## src/rtl/testport_writer.sv

```systemverilog
// testport_writer: bus-side stimulus initiator for the test-port protocol.
// On a start pulse it writes BEGIN_SYM, 32 mirrored Fibonacci values
// (0..610, 610..0) and END_SYM to word address TEST_PORT. Each write holds
// wen/addr/data until accepted (wen=1 and mem_stall=0 at a rising edge), then
// drops wen for GAP_CYCLES cycles. Data goes out byte-swapped (little-endian).
//
// Optional feature: define TESTPORT_ERR_INJECT_EN to emit the value at index
// ERR_IDX with bit 0 inverted. The generator registers stay exact, so only that
// single word is wrong. Without the macro no injection logic exists.
module testport_writer #(
    parameter logic [29:0] TEST_PORT  = 30'hFF,
    parameter logic [31:0] BEGIN_SYM  = 32'h00000168,
    parameter logic [31:0] END_SYM    = 32'hFFFFFD5D,
    parameter int          GAP_CYCLES = 1,
    parameter int          ERR_IDX    = 5
) (
    input  logic        clk,
    input  logic        rst,
    input  logic        start,
    input  logic        mem_stall,
    output logic [29:0] addr,
    output logic [31:0] data,
    output logic        wen,
    output logic        busy,
    output logic        done,
    output logic [5:0]  write_cnt
);

    // Out-of-range parameters would silently break the gap counter or the
    // 5-bit index compare, so refuse to elaborate with them.
    if (GAP_CYCLES < 1 || GAP_CYCLES > 7) begin : g_gap_range
        $error("testport_writer: GAP_CYCLES must be 1..7");
    end
    if (ERR_IDX < 0 || ERR_IDX > 31) begin : g_err_idx_range
        $error("testport_writer: ERR_IDX must be 0..31");
    end

    typedef enum logic [1:0] {
        S_IDLE  = 2'd0,
        S_WRITE = 2'd1,
        S_GAP   = 2'd2,
        S_DONE  = 2'd3
    } state_t;

    // Which item is pending: the begin symbol, a generator value, or the end symbol.
    typedef enum logic [1:0] {
        PH_BEGIN = 2'd0,
        PH_VALUE = 2'd1,
        PH_END   = 2'd2
    } phase_t;

    // The counter is loaded on acceptance and the GAP state exits when it reads 0,
    // which gives exactly GAP_CYCLES cycles with wen low.
    localparam logic [2:0] GAP_LOAD = 3'(GAP_CYCLES - 1);

    // Bus byte order: least significant byte of the logical word first.
    function automatic logic [31:0] bswap(input logic [31:0] v);
        return {v[7:0], v[15:8], v[23:16], v[31:24]};
    endfunction

    state_t      state_q, state_d;
    phase_t      phase_q, phase_d;
    logic [4:0]  idx_q, idx_d;
    logic [31:0] a_q, a_d;
    logic [31:0] b_q, b_d;
    logic [2:0]  gap_cnt_q, gap_cnt_d;
    logic [29:0] addr_q, addr_d;
    logic [31:0] data_q, data_d;
    logic        wen_q, wen_d;
    logic        busy_q, busy_d;
    logic        done_q, done_d;
    logic [5:0]  write_cnt_q, write_cnt_d;

    logic [31:0] value_word;
    logic [31:0] item_word;

    // Logical value for the current index, with the optional single-bit corruption.
`ifdef TESTPORT_ERR_INJECT_EN
    localparam logic [4:0] ERR_IDX5 = 5'(ERR_IDX);
    always_comb begin
        value_word = a_q;
        if (idx_q == ERR_IDX5) begin
            value_word = a_q ^ 32'd1;
        end
    end
`else
    always_comb begin
        value_word = a_q;
    end
`endif

    // Logical word of the pending item, selected by phase.
    always_comb begin
        item_word = END_SYM;
        case (phase_q)
            PH_BEGIN: item_word = BEGIN_SYM;
            PH_VALUE: item_word = value_word;
            default:  item_word = END_SYM;
        endcase
    end

    // Next-state logic for the FSM, the registered outputs and the generator.
    always_comb begin
        state_d     = state_q;
        phase_d     = phase_q;
        idx_d       = idx_q;
        a_d         = a_q;
        b_d         = b_q;
        gap_cnt_d   = gap_cnt_q;
        addr_d      = addr_q;
        data_d      = data_q;
        wen_d       = wen_q;
        busy_d      = busy_q;
        done_d      = done_q;
        write_cnt_d = write_cnt_q;

        case (state_q)
            S_IDLE, S_DONE: begin
                // start wins over mem_stall here; the stall only matters in WRITE.
                if (start) begin
                    state_d     = S_WRITE;
                    phase_d     = PH_BEGIN;
                    idx_d       = 5'd0;
                    wen_d       = 1'b1;
                    busy_d      = 1'b1;
                    done_d      = 1'b0;
                    write_cnt_d = 6'd0;
                    addr_d      = TEST_PORT;
                    data_d      = bswap(BEGIN_SYM);
                end
            end

            S_WRITE: begin
                // wen/addr/data simply hold while the bus stalls.
                if (!mem_stall) begin
                    write_cnt_d = write_cnt_q + 6'd1;
                    wen_d       = 1'b0;
                    if (phase_q == PH_END) begin
                        state_d = S_DONE;
                        busy_d  = 1'b0;
                        done_d  = 1'b1;
                    end else begin
                        state_d   = S_GAP;
                        gap_cnt_d = GAP_LOAD;
                        if (phase_q == PH_BEGIN) begin
                            phase_d = PH_VALUE;
                            idx_d   = 5'd0;
                            a_d     = 32'd0;
                            b_d     = 32'd1;
                        end else if (idx_q == 5'd31) begin
                            phase_d = PH_END;
                        end else begin
                            idx_d = idx_q + 5'd1;
                            if (idx_q < 5'd15) begin
                                // Rising half: forward Fibonacci step.
                                a_d = b_q;
                                b_d = a_q + b_q;
                            end else if (idx_q > 5'd15) begin
                                // Falling half: step the recurrence backwards.
                                a_d = b_q - a_q;
                                b_d = a_q;
                            end
                            // idx 15 holds so 610 is emitted twice at the peak.
                        end
                    end
                end
            end

            S_GAP: begin
                // mem_stall is irrelevant here; only the gap counter matters.
                if (gap_cnt_q == 3'd0) begin
                    state_d = S_WRITE;
                    wen_d   = 1'b1;
                    addr_d  = TEST_PORT;
                    data_d  = bswap(item_word);
                end else begin
                    gap_cnt_d = gap_cnt_q - 3'd1;
                end
            end

            default: begin
                state_d = S_IDLE;
            end
        endcase
    end

    // State and output registers; reset drops wen immediately and parks in IDLE.
    always_ff @(posedge clk or posedge rst) begin
        if (rst) begin
            state_q     <= S_IDLE;
            phase_q     <= PH_BEGIN;
            idx_q       <= 5'd0;
            a_q         <= 32'd0;
            b_q         <= 32'd0;
            gap_cnt_q   <= 3'd0;
            addr_q      <= 30'd0;
            data_q      <= 32'd0;
            wen_q       <= 1'b0;
            busy_q      <= 1'b0;
            done_q      <= 1'b0;
            write_cnt_q <= 6'd0;
        end else begin
            state_q     <= state_d;
            phase_q     <= phase_d;
            idx_q       <= idx_d;
            a_q         <= a_d;
            b_q         <= b_d;
            gap_cnt_q   <= gap_cnt_d;
            addr_q      <= addr_d;
            data_q      <= data_d;
            wen_q       <= wen_d;
            busy_q      <= busy_d;
            done_q      <= done_d;
            write_cnt_q <= write_cnt_d;
        end
    end

    assign addr      = addr_q;
    assign data      = data_q;
    assign wen       = wen_q;
    assign busy      = busy_q;
    assign done      = done_q;
    assign write_cnt = write_cnt_q;

endmodule

```

## config.mk

```make
export PLATFORM = sky130hd
export DESIGN_NAME = testport_writer
export DESIGN_NICKNAME = d
export VERILOG_FILES = /design/src/rtl/testport_writer.sv
export SDC_FILE = /design/constraint.sdc
export NUM_CORES = 1
export LEC_CHECK = 0
export ABC_AREA = 0
export CAP_MARGIN = 40
export CORE_MARGIN = 3
export CORE_UTILIZATION = 50
export CTS_BUF_LIST = sky130_fd_sc_hd__clkbuf_8
export CTS_CLUSTER_SIZE = 28
export DETAILED_ROUTE_END_ITERATION = 16
export HOLD_SLACK_MARGIN = 0.03
export PLACE_DENSITY = 0.79
export SETUP_SLACK_MARGIN = 0.15
export SLEW_MARGIN = 20
export SYNTH_ARGS = -nofsm -noshare
export SYNTH_HDL_FRONTEND = slang
export SYNTH_SLANG_ARGS = --single-unit
export TNS_END_PERCENT = 1
```

## constraint.sdc

```tcl
create_clock -name clk -period 7.3 [get_ports clk]
set_input_delay 0.73 -clock clk [delete_from_list [all_inputs] [get_ports clk]]
set_output_delay 0.73 -clock clk [all_outputs]
set_load 0.03 [all_outputs]
```

==> results of run 1 <==
[per-stage QoR]
stage           util  setup slack [ns]  instances
6_report       0.580              3.84       1296
5_1_grt        0.580              3.54       1296
4_1_cts        0.578              3.91       1294
3_5_place_dp   0.551              3.93       1262
3_3_place_gp   0.550              4.06       1261
2_1_floorplan      -              3.44       1070
[worst max-delay path, stage by stage (launching register included)]
cell	delay [ns]
dfrtp_1	0.43
ha_1	0.24
fa_1	0.39
nand2b_1	0.11
a21oi_1	0.09
o21ai_0	0.29
a21oi_1	0.12
nor4_1	0.54
o21ai_0	0.25
a211oi_1	0.42
o21ai_0	0.20
xor2_1	0.17
o21ai_0	0.14
[registers in the layout, indices dropped and copies added, names as in the netlist]
name / count
a_q: 32
b_q: 32
data: 32
write_cnt: 6
idx_q: 5
gap_cnt_q: 3
phase_q: 2
state_q: 2
addr: 1
busy: 1
done: 1
wen: 1
[logic make-up (layout without fill, tap and decap cells)]
family                   after synthesis  count (layout)  share of synthesized area
adder cells (fa/ha/maj)               72              72                      0.104
AO/OA/AOI/OAI                        372             372                      0.269
multiplexers                          11              11                     0.0131
AND/OR/NAND/NOR                      264             264                      0.141
buffers and inverters                158             164                     0.0825
other                                  1              22                   0.000427
flip-flops                           118             118                      0.336
XOR/XNOR                              53              53                     0.0529
[path summary, 6_finish.rpt]
check                                to  slack, ns  startpoint  cells past startpoint
hold / removal                  data[7]       0.48     data[7]                      2
min in group asynchronous  write_cnt[5]       0.64         rst                      2
setup / recovery                b_q[30]       3.84      a_q[0]                     12
hold reg to reg                 data[7]       0.48     data[7]                      2
max in group asynchronous       data[6]       5.42         rst                      4
setup reg to reg                b_q[30]       3.84      a_q[0]                     12
[synthesized netlist by cell type, types with 6 or more instances]
master | count | share of area
clkbuf_1 | 48 | 0.021
a31oi_1 | 6 | 0.0043
o21bai_1 | 15 | 0.013
mux2i_1 | 7 | 0.0080
nand3_1 | 8 | 0.0046
buf_2 | 9 | 0.0051
nand4_1 | 9 | 0.0064
o211ai_1 | 6 | 0.0051
a21o_1 | 22 | 0.019
a22o_1 | 23 | 0.023
o31ai_1 | 18 | 0.015
and3_1 | 6 | 0.0043
buf_4 | 30 | 0.026
o21ai_0 | 139 | 0.079
xnor2_1 | 43 | 0.043
a22oi_1 | 29 | 0.025
nor3_1 | 14 | 0.0080
inv_1 | 67 | 0.029
nand2b_1 | 13 | 0.0093
nor2_1 | 76 | 0.033
and2_1 | 6 | 0.0043
xor2_1 | 10 | 0.010
dfrtp_1 | 118 | 0.34
ha_1 | 70 | 0.10
a21oi_1 | 66 | 0.038
nor2b_1 | 7 | 0.0050
nand2_1 | 96 | 0.041
[layout make-up]
cell class | count | area (um2)
Fill cell | 1464 | 7090
Multi-Input combinational cell | 794 | 5200
Sequential cell | 118 | 2950
Timing Repair Buffer | 64 | 634
Tap cell | 220 | 275
Clock buffer | 19 | 262
Inverter | 68 | 258
Clock inverter | 13 | 203
[layer usage]
layer | vias to the layer above | routed length, um
met5 | - | 12
met4 | 2 | 354
met3 | 40 | 1720
met2 | 324 | 9860
met1 | 3660 | 9940
li1 | 3677 | -
[power by group through the flow]
stage / Combinational (mW) / Clock, mW / Sequential (mW)
2_1_floorplan: 2.73 / 0 / 1.14
3_3_place_gp: 3.61 / 0 / 1.03
3_5_place_dp: 3.64 / 0 / 1.04
4_1_cts: 3.67 / 0.722 / 1.03
5_1_grt: 4.08 / 0.748 / 1.07
6_report: 3.71 / 0.714 / 1.04
==> run metrics, run 1 <==
GRT met2 Usage 0.353; DR vias/cell 5.94; Die X 138 um; sequential power share 0.190; share of cells above drive strength 1 0.0641; Worst-Skew Late Latency 0.47 ns; Pint 2.83 mW; met1 Usage GRT 0.321; WHS 0.479 ns; status finished, final reports clean; final hold violations 0; setup_tns 0 ns; CTS H-tree lvls 4; vias in the first global route 7,254; # DRC 0; area delta synth->final 11.5%; GP Congestion 0.950; GRT Total Usage 0.228; met3 Resource Use GR 0.0477; commonest non-fill, non-tap cell in the layout o21ai_0; Antenna diodes 0; Critical Path AT 3.85 ns; DR iter-0 viols 757; first-pass GRT wire length 36,300 um; Total Wirelength 21,900 um; IO buf count 52; Relative slew margins 0.480; worst vdd ir 0.000335 V; Initial Util 0.520; CTS root buf clkbuf_8; nets@finish 1,139; crit path time final 3.46 ns; Placed Area 0.00930 mm2; post-CTS sizing 0; EDFF count, synth 0; power per cell area 557 mW/mm2; Final ANT Viol Nets 0; Post-Syn Area 0.00878 mm2; Mapped Cells 1,049; Final setup viols 0; #FFs+latches synth 118; clk slew on worst S/H paths 0.08 ns; CTS Hold Bufs 0; clk buf depth 2; die span in y 138 um; dominant synthesized flop cell dfrtp_1; kind of critical path register to register; number of max-cap violations 0; Clk pwr share 0.131; Hold WC Path Type register to register; cell row count 47; wire per inst 16.9 um; Final Power 5.46 mW; endpoint class of the critical path register; Logic pwr share 0.679; WP data required 7.69 ns; GR Overflow Total 0; full die area 0.0192 mm2; postcts setup bufs 0; syn avg cell area 8.37 um2; fraction of registers with async set or reset after synthesis 1.00; Ys Warns 0; cell leakage power 4.45 nW; crit share post-route 0.474; highest clock rate 289 MHz; GRT busiest layer met2; Detailed Routing Iterations Pass 1 7; initial antenna violation count 1; Clock Skews 0.00919 ns; measured slew at the worst slew-check pin 0.780 ns; P_sw 2.62 mW; crit path max fanout 5; register area share after synthesis 0.336; CORE AREA 0.0169 mm2; sw frac 0.481; DP Wirelength 15,100 um; # IOs 75; most frequent cells in the layout o21ai_0, dfrtp_1, nand2_1; Clock Sinks 118; Cell variety after synth 74; CTS tree done; final instance area 0.00979 mm2; unrepaired setup endpoints after global routing no; pin count of the biggest net entering global routing 70; CTS buffer count 17; via count 7,703; Max Slew Vio Count 0; CP startpoint kind register
Power figures use the tool's default switching activity.
==> run 2, diff against run 1 <==
Clock period 7.3 ns to 3.62 ns, I/O delays scaled along.
==> run metrics, run 2 (synthesized netlist as in run 1, its figures left out) <==
CTS Hold Bufs 0 (unchanged); Final setup viols 0 (unchanged); fillers 1,478 (was 1,464); Pint 5.70 mW (was 2.83 mW); cell leakage power 4.45 nW (about the same); endpoint class of the critical path register (unchanged); Relative slew margins 0.523 (was 0.480); Initial Util 0.520 (unchanged); CP Buf/Inv Count 2 (was 0); CTS buffer count 17 (unchanged); kind of critical path register to register (unchanged); DR iter-0 viols 703 (was 757); crit path max fanout 11 (was 5); Final ANT Viol Nets 0 (unchanged); Clk pwr share 0.115 (was 0.131); Die X 138 um (unchanged); Final Core Density 0.581 (was 0.580); status finished, final reports clean (unchanged); final hold violations 0 (unchanged); # IOs 75 (unchanged); die span in y 138 um (unchanged); crit share post-route 0.908 (was 0.474); Critical Path AT 3.61 ns (was 3.85 ns); P_sw 5.39 mW (was 2.62 mW); CP max-delay cell ha_1 (was nor4_1); nets@finish 1,145 (was 1,139); power per cell area 1130 mW/mm2 (was 557 mW/mm2); worst vdd ir 0.000551 V (was 0.000335 V); pin count of the biggest net entering global routing 65 (was 70); Logic pwr share 0.696 (was 0.679); Total Wirelength 21,800 um (was 21,900 um); commonest non-fill, non-tap cell in the layout o21ai_0 (unchanged); measured slew at the worst slew-check pin 0.714 ns (was 0.780 ns); unrepaired setup endpoints after global routing yes (was no); GRT Total Usage 0.229 (was 0.228); number of max-cap violations 0 (unchanged); Clock Sinks 118 (unchanged); Worst-Skew Late Latency 0.46 ns (was 0.47 ns); GR Overflow Total 0 (unchanged); IO buf count 52 (unchanged); highest clock rate 304 MHz (was 289 MHz); first-pass GRT wire length 36,600 um (was 36,300 um); wire per inst 16.7 um (was 16.9 um); Crit path max-delay family compound AO/OA/AOI/OAI gates (unchanged); CP startpoint kind register (unchanged); via count 7,682 (was 7,703); DR vias/cell 5.90 (was 5.94); initial antenna violation count 0 (was 1); sw frac 0.486 (was 0.481); WP data required 3.95 ns (was 7.69 ns); Detailed Routing Iterations Pass 1 6 (was 7); cell row count 47 (unchanged); cells along the critical path inv_1, ha_1, nand2_1, a21o_1, a21oi_1, or2_2, a21boi_0, buf_4, o21ai_0, a21boi_0, o31ai_1, xnor2_1, o21ai_0 (was ha_1, fa_1, nand2b_1, a21oi_1, o21ai_0, a21oi_1, nor4_1, o21ai_0, a211oi_1, o21ai_0, xor2_1, o21ai_0); GP Congestion 0.941 (was 0.950); share of cells above drive strength 1 0.0712 (was 0.0641); # DRC 0 (unchanged); postcts setup bufs 0 (unchanged); clk slew on worst S/H paths 0.08 ns (about the same); area delta synth->final 11.7% (was 11.5%); vias in the first global route 7,350 (was 7,254); sequential power share 0.189 (was 0.190); clk buf depth 2 (unchanged); Clock Skews 0.0133 ns (was 0.00919 ns); Max Slew Vio Count 0 (unchanged); setup_tns 0 ns (unchanged); Hold WC Path Type input port to async pin (was register to register); post-CTS sizing 0 (unchanged); Non-Filler Instances 1,302 (was 1,296); CTS root buf clkbuf_8 (unchanged); CTS H-tree lvls 4 (unchanged); full die area 0.0192 mm2 (unchanged); crit path time final 3.29 ns (was 3.46 ns); DP Wirelength 15,700 um (was 15,100 um); CTS tree done (unchanged); Inst Count DP 1,269 (was 1,262); CORE AREA 0.0169 mm2 (unchanged); Antenna diodes 0 (unchanged); Critical Path Max Stage Delay 0.49 ns (was 0.54 ns); most frequent cells in the layout o21ai_0, dfrtp_1, nand2_1 (unchanged)
## run 2: cell types whose count changed in the layout (fill, tap and decap cells not counted), sizes merged
cell,delta
bufinv,-2
buf,+6
inv,+1
clkbuf,-1
clkinvlp,+2
## run 2: power groups by stage
| stage | clock network [mW] | registers [mW] | logic (mW) |
|---|---|---|---|
| after floorplan | 0 | 2.29 | 5.51 |
| after CTS | 1.29 | 2.09 | 7.58 |
| after global placement | 0 | 2.08 | 7.46 |
| after global routing | 1.34 | 2.16 | 8.50 |
| after detailed placement | 0 | 2.11 | 7.52 |
| final | 1.27 | 2.09 | 7.72 |
## run 2: worst reg2reg max path: stages (launching register included)
cell	delay [ns]
dfrtp_1	0.40
inv_1	0.08
ha_1	0.49
nand2_1	0.11
a21o_1	0.19
a21oi_1	0.31
or2_2	0.21
a21boi_0	0.08
buf_4	0.16
o21ai_0	0.33
a21boi_0	0.26
o31ai_1	0.30
xnor2_1	0.15
o21ai_0	0.09
## run 2: final cells by class
cell class              instances  area, um2  share of cell area
clock inverters                14        159              0.0162
inverters                      68        259              0.0264
repair buffers                 70        687              0.0701
multi-input cells             794       5220               0.533
clock buffers                  18        248              0.0253
flip-flops and latches        118       2950               0.301
well taps                     220        275              0.0281
## run 2: through the flow
stage,instance area [um2],total power [mW],hold WS [ns],worst slack [ns]
final,9800,11.1,0.320,0.333
after global routing,9800,12.0,0.391,0.128
after CTS,9770,11.0,0.318,0.295
after detailed placement,9360,9.63,0.469,0.327
after global placement,9340,9.55,0.461,0.365
after floorplan,8860,7.81,0.466,0.795
## run 2: routing by layer
layer	wire, um	track usage
met3	1420	0.0414
met1	9840	0.310
met5	0	0
met2	9960	0.367
met4	578	0.0848
## run 2: path summary, 6_finish.rpt
kind	from	endpoint	slack, ns	cells past startpoint
max in group asynchronous	rst	gap_cnt_q[2]	2.52	3
worst max register to register	a_q[5]	a_q[25]	0.33	13
min in group clk	data[17]	data[17]	0.48	2
worst min-delay path	rst	data[26]	0.32	2
worst min register to register	data[17]	data[17]	0.48	2
worst max-delay path	a_q[5]	a_q[25]	0.33	13
